### config.mk
export PLATFORM = sky130hd
export DESIGN_NAME = pc_hazard_ctrl
export DESIGN_NICKNAME = d
export VERILOG_FILES = /design/src/rtl/pc_ctrl_pkg.sv /design/src/rtl/hazard_cmp.sv /design/src/rtl/pc_hazard_ctrl.sv
export SDC_FILE = /design/constraint.sdc
export NUM_CORES = 1
export LEC_CHECK = 0
export BUFFER_PORTS_ARGS = -buffer_cell sky130_fd_sc_hd__buf_2
export CORE_ASPECT_RATIO = 0.7
export CORE_MARGIN = 5
export CORE_UTILIZATION = 45
export CTS_BUF_LIST = sky130_fd_sc_hd__clkbuf_8
export DETAILED_ROUTE_END_ITERATION = 8
export HOLD_SLACK_MARGIN = 0.05
export PLACE_DENSITY = 0.72
export SLEW_MARGIN = 20
export SYNTH_ARGS = -nofsm -noshare
export SYNTH_HDL_FRONTEND = slang
export SYNTH_SLANG_ARGS = --single-unit
export TNS_END_PERCENT = 50
### constraint.sdc
create_clock -name Clk -period 2.14 [get_ports Clk]
set_clock_uncertainty 0.05 [all_clocks]
set_input_delay 0.321 -clock Clk [delete_from_list [all_inputs] [get_ports Clk]]
set_output_delay 0.321 -clock Clk [all_outputs]
set_load 0.005 [all_outputs]
### src/rtl/pc_ctrl_pkg.sv
// -----------------------------------------------------------------------------
// pc_ctrl_pkg
// Shared types and constants for the PC hazard/redirect control slice.
//   md_state_e     : mult/div busy tracker states (RUN, MD_BUSY)
//   REG_ZERO       : MIPS $zero register index; never a hazard source
//   MD_LATENCY_DEF : default HI/LO unavailability window after mult/div issue
//   MD_CNT_W       : width of the busy down-counter (covers latency 1..15)
// -----------------------------------------------------------------------------
package pc_ctrl_pkg;

  typedef enum logic {
    RUN     = 1'b0,
    MD_BUSY = 1'b1
  } md_state_e;

  localparam logic [4:0] REG_ZERO       = 5'd0;
  localparam int         MD_LATENCY_DEF = 5;
  localparam int         MD_CNT_W       = 4;

endpackage : pc_ctrl_pkg

### src/rtl/hazard_cmp.sv
// -----------------------------------------------------------------------------
// hazard_cmp
// Combinational source-operand match of the ID instruction against the
// destination register of the EX instruction.
// Ports:
//   IdRs, IdRt         : source register fields of the ID instruction
//   IdUsesRs, IdUsesRt : qualifiers; an unused field never matches
//   ExRd               : destination register of the EX instruction
//   match              : 1 when a used source equals a non-zero ExRd
// -----------------------------------------------------------------------------
module hazard_cmp
  import pc_ctrl_pkg::*;
(
  input  logic [4:0] IdRs,
  input  logic [4:0] IdRt,
  input  logic       IdUsesRs,
  input  logic       IdUsesRt,
  input  logic [4:0] ExRd,
  output logic       match
);

  // Writes to $zero are discarded, so they can never create a dependency.
  assign match = (ExRd != REG_ZERO) &&
                 ((IdUsesRs && (IdRs == ExRd)) || (IdUsesRt && (IdRt == ExRd)));

endmodule : hazard_cmp

### src/rtl/pc_hazard_ctrl.sv
// -----------------------------------------------------------------------------
// pc_hazard_ctrl
// Sequences the PC unit of the 5-stage MIPS pipeline: detects load-use and
// mult/div-busy hazards, resolves branch/jump redirects from ID, drives the
// IF/ID flush and ID/EX bubble, and counts stall cycles (saturating).
//
// Optional build macro: BRANCH_HAZARD_EN
//   defined   : a branch in ID whose operand is written by the EX instruction
//               stalls one cycle (ExRegWrite is used)
//   undefined : no branch hazard; ExRegWrite is ignored and branch operand
//               forwarding is left to the datapath
//
// Parameters:
//   MD_LATENCY : cycles HI/LO stays unavailable after a mult/div issues (1..15)
//   CNT_W      : width of StallCycles
// Ports:
//   Clk, ReSet_n        : clock (rising edge), async active-low reset
//   IdRs/IdRt/IdUses*   : ID source operands and their use qualifiers
//   IdUsesMd            : ID reads HI/LO or issues mult/div
//   IdBranch/IdBranchTaken/IdJump : ID control-flow info
//   ExMemRead/ExRegWrite/ExRd     : EX instruction info
//   MdStart             : mult/div enters EX this cycle
//   stall, PcSel, j     : PC unit controls (combinational)
//   IfIdFlush, IdExBubble : pipeline register controls (combinational)
//   StallCycles         : saturating count of stall cycles (registered)
// -----------------------------------------------------------------------------
module pc_hazard_ctrl
  import pc_ctrl_pkg::*;
#(
  parameter int MD_LATENCY = MD_LATENCY_DEF,
  parameter int CNT_W      = 32
) (
  input  logic             Clk,
  input  logic             ReSet_n,
  input  logic [4:0]       IdRs,
  input  logic [4:0]       IdRt,
  input  logic             IdUsesRs,
  input  logic             IdUsesRt,
  input  logic             IdUsesMd,
  input  logic             IdBranch,
  input  logic             IdBranchTaken,
  input  logic             IdJump,
  input  logic             ExMemRead,
  input  logic             ExRegWrite,
  input  logic [4:0]       ExRd,
  input  logic             MdStart,
  output logic             stall,
  output logic             PcSel,
  output logic             j,
  output logic             IfIdFlush,
  output logic             IdExBubble,
  output logic [CNT_W-1:0] StallCycles
);

  localparam logic [MD_CNT_W-1:0] MD_RELOAD = MD_CNT_W'(MD_LATENCY - 1);

  md_state_e           state_q, state_d;
  logic [MD_CNT_W-1:0] md_cnt_q, md_cnt_d;

  logic match;
  logic load_use;
  logic md_haz;
  logic br_haz;
  logic hazard;

  hazard_cmp u_cmp (
    .IdRs     (IdRs),
    .IdRt     (IdRt),
    .IdUsesRs (IdUsesRs),
    .IdUsesRt (IdUsesRt),
    .ExRd     (ExRd),
    .match    (match)
  );

  assign load_use = ExMemRead && match;
  assign md_haz   = (state_q == MD_BUSY) && IdUsesMd;

`ifdef BRANCH_HAZARD_EN
  // Loads also set ExRegWrite, so this subsumes load-use for branches.
  assign br_haz = IdBranch && ExRegWrite && match;
`else
  logic unused_ex_reg_write;
  assign unused_ex_reg_write = ExRegWrite;
  assign br_haz = 1'b0;
`endif

  assign hazard = load_use || md_haz || br_haz;

  // Outputs are gated by ReSet_n so the PC unit sees no stall or redirect
  // while reset is held, independent of whatever the ID/EX inputs carry.
  always_comb begin
    // NOTE: every output gets a default first so no path infers a latch.
    stall      = 1'b0;
    IdExBubble = 1'b0;
    PcSel      = 1'b0;
    j          = 1'b0;
    IfIdFlush  = 1'b0;
    if (ReSet_n) begin
      stall      = hazard;
      IdExBubble = hazard;
      // A stalled redirect is dropped; the instruction stays in ID and is
      // re-evaluated once the hazard clears. Jump beats branch.
      if (!hazard) begin
        if (IdJump) begin
          j = 1'b1;
        end else if (IdBranch && IdBranchTaken) begin
          PcSel = 1'b1;
        end
      end
      IfIdFlush = PcSel || j;
    end
  end

  // Mult/div busy tracker. A new MdStart always restarts the window, so the
  // hazard lasts exactly MD_LATENCY cycles after the most recent issue.
  always_comb begin
    state_d  = state_q;
    md_cnt_d = md_cnt_q;
    case (state_q)
      RUN: begin
        if (MdStart) begin
          state_d  = MD_BUSY;
          md_cnt_d = MD_RELOAD;
        end
      end
      MD_BUSY: begin
        if (MdStart) begin
          md_cnt_d = MD_RELOAD;
        end else if (md_cnt_q == '0) begin
          state_d = RUN;
        end else begin
          md_cnt_d = md_cnt_q - 1'b1;
        end
      end
      default: begin
        state_d  = RUN;
        md_cnt_d = '0;
      end
    endcase
  end

  // NOTE: sequential state uses non-blocking assignments so every register
  // samples the pre-edge values regardless of block ordering.
  always_ff @(posedge Clk or negedge ReSet_n) begin
    if (!ReSet_n) begin
      state_q  <= RUN;
      md_cnt_q <= '0;
    end else begin
      state_q  <= state_d;
      md_cnt_q <= md_cnt_d;
    end
  end

  always_ff @(posedge Clk or negedge ReSet_n) begin
    if (!ReSet_n) begin
      StallCycles <= '0;
    end else if (stall && (StallCycles != '1)) begin
      StallCycles <= StallCycles + 1'b1;
    end
  end

endmodule : pc_hazard_ctrl

==> flow_summary_export.csv <==
group,metric,value,unit
status,outcome,"finished clean",
clock_network,cts_tree,"built",
sta,tightest_slew,0.486,ns
layout,area_growth,31.6,%
sta,tns,0,ns
detailed_routing,drtAntennaViolNets,0,
layout,fin_area,2630,sq um
sta,drv_slew,0,
sta,rsz0062_at_grt,"true",
sta,worst_slack,0.0502,ns
pwr,total_leakage_power,1.30,nW
yosys,yosys-top-cells-count,"dfrtp_1 (37), xnor2_1 (35), nand4_1 (22)",
layout,nets,309,
detailed_routing,drc,0,
sta,fin_crit_sh,97.7,%
yosys,yosys.area.top_type,"dfrtp_1",
global_route,grt_pass1_wl,8.00,mm
yosys,synth.area.top_cells,"dfrtp_1 (46%), xnor2_1 (15%), nand4_1 (6.9%), and3_1 (3.4%), xor2_1 (3.1%)",
global_route,grt_max_degree,40,
detailed_routing,drt-wirelength-per-cell,14.5,microns
sta,setup_viol,0,
yosys,postSynthCellCount,199,
sta,fin_crit,2.09,ns
die,initial_utilization,46.2,%
placed_design,io_buffers,61,
placed_design,pre_cts_ws,-0.0639,ns
placed_design,placed_area,2470,sq um
critical_path,reg2reg_depth,7,
global_route,grtUsageTotal,17.7,%
global_route,antenna_found_initial,0,
job,cap_violations,0,
die,row_count,20,
detailed_routing,totalWireLength,4.88,mm
detailed_routing,viasPerCell,5.25,
yosys,netlist.area_leader.share,46.3,%
yosys,ys_async_sr_fraction,100,%
critical_path,cp_max_fo,8,
sta,timing.fmax,0.479,GHz
clock_network,ctsHoldBuffers,0,
yosys,synth_fp_nets,228,
yosys,yosysWarnings,0,
yosys,synth_edf_count,0,
critical_path,worstPathArrival,2.25,ns
die,die_w,89.7,microns
sta,slew_headroom,67.6,%
pwr,peakVddDrop,493,uV
global_route,grt_pass1_vias,1740,
critical_path,crit_type,"reg -> reg",
yosys,synth-seq-cells,37,
clock_network,clkSinkCount,37,
detailed_routing,vias,1763,
critical_path,required,2.30,ns
clock_network,root_buffer,"clkbuf_8",
layout,fillers,379,
clock_network,path_clk_slew,0.07,ns
die,die_area,5900,sq um
yosys,synth_area,2000,sq um
layout,drive_gt1_share,35.9,%
clock_network,clk_latency,0.28,ns
sta,hold_viol_final,0,
sta,fin_hold_ws,0.0705,ns
die,chipHeight,65.8,microns
clock_network,htree_levels,2,
detailed_routing,drt_iter0_drc,90,
global_route,grt-ovfl-total,0,
clock_network,clock_path_buffers,2,
placed_design,dp_hpwl,3.71,mm
critical_path,end_kind,"register",
die,core_area,4330,sq um
critical_path,crit_path_start_kind,"register",
yosys,synth_seq_area_share,46.3,%
yosys,yosys.cell_types.count,33,
placed_design,place_congestion,0.785,
yosys,synth.most_common_cell,"dfrtp_1",
yosys,ys.flop_type,"dfrtp_1",
clock_network,cts-buffers-inserted,5,
die,io_pins,63,
hold_path,hold_path_class,"in -> async",
yosys,avgSynthCellArea,10.1,sq um
detailed_routing,firstDrtPassIters,4,
layout,num_antenna_cells,0,
pwr,power.density,754,nW/um^2
-- path summary, 6_finish.rpt --
| path | start | to | slack [ns] |
|---|---|---|---|
| worst max-delay path | StallCycles[1] | StallCycles[31] | 0.05 |
| worst min-delay path | ReSet_n | StallCycles[12] | 0.07 |
| worst max register to register | StallCycles[1] | StallCycles[31] | 0.05 |
| worst min register to register | StallCycles[27] | StallCycles[27] | 0.45 |
| max in group asynchronous | ReSet_n | StallCycles[21] | 1.63 |
| min in group Clk | MdStart | md_cnt_q[0] | 0.19 |
-- through the flow --
step	total power, W	utilization, %	cells
after floorplan	0.00118	-	199
after global placement	0.00137	57.0	328
after detailed placement	0.00139	57.0	328
after CTS	0.00200	60.0	336
after global routing	0.00211	60.8	336
final	0.00199	60.8	336
-- cells in the final DEF (no fill, tap or decap), drive strengths merged, types with 7 or more instances in the layout --
| cell | count |
|---|---|
| inv | 7 |
| nand4 | 22 |
| xor2 | 7 |
| nor2 | 12 |
| buf | 79 |
| nand2 | 16 |
| and3 | 11 |
| nor3 | 7 |
| xnor2 | 35 |
| dfrtp | 37 |
| nor4 | 7 |
| nand3 | 10 |
-- worst max-delay path, cell delays in order (launching register included) --
cell	delay, ns
dfrtp_1	0.40
ha_1	0.22
and4_1	0.22
and2_2	0.21
nand4_1	0.20
nand2_2	0.19
nor4_2	0.33
xor2_1	0.19
-- routing by layer --
| metal | vias to the layer above | part of all wire [%] | GRT usage [%] |
|---|---|---|---|
| met4 | 0 | 1.1 | 6.51 |
| li1 | 872 | - | - |
| met3 | 7 | 5.0 | 5.11 |
| met5 | - | 0 | 0 |
| met2 | 36 | 47 | 26.7 |
| met1 | 848 | 47 | 24.1 |
-- logic make-up (layout without fill, tap and decap cells) --
| family | Yosys count | in the layout | synth area share, % |
|---|---|---|---|
| fa+ha+maj | 3 | 3 | 1.88 |
| mux | 2 | 2 | 1.13 |
| simple gates | 95 | 95 | 26.3 |
| buf+inv | 11 | 93 | 3.31 |
| compound gates | 9 | 9 | 2.75 |
| flops | 37 | 37 | 46.3 |
| xor+xnor | 42 | 42 | 18.4 |
-- registers in the layout, summed over array words and instances (netlist names) --
register     flops
StallCycles     32
md_cnt_q         4
state_q          1
-- what timing repair did --
action,in CTS,in global routing
pin swaps,0,5
setup buffers,0,0
gates resized for setup,3,10
endpoints found under the setup margin,5,12
-- layout make-up --
class | instances | area (sq um) | share of cell area (%)
well taps | 55 | 68.8 | 2.61
clock inverters | 2 | 33.8 | 1.28
flip-flops and latches | 37 | 926 | 35.2
repair buffers | 79 | 449 | 17.1
clock buffers | 6 | 82.6 | 3.14
inverters | 6 | 25.0 | 0.950
multi-input cells | 151 | 1050 | 39.8
-- report_power, final --
| group | switching, W | total, W | leakage, nW | internal [W] |
|---|---|---|---|---|
| Clock | 0.000233 | 0.000608 | 0.0626 | 0.000375 |
| Combinational | 0.000246 | 0.000508 | 0.745 | 0.000262 |
| Sequential | 0.0000804 | 0.000871 | 0.491 | 0.000790 |
| Total | 0.000559 | 0.00199 | 1.30 | 0.00143 |
No activity file was read; power rests on OpenSTA's default activity.
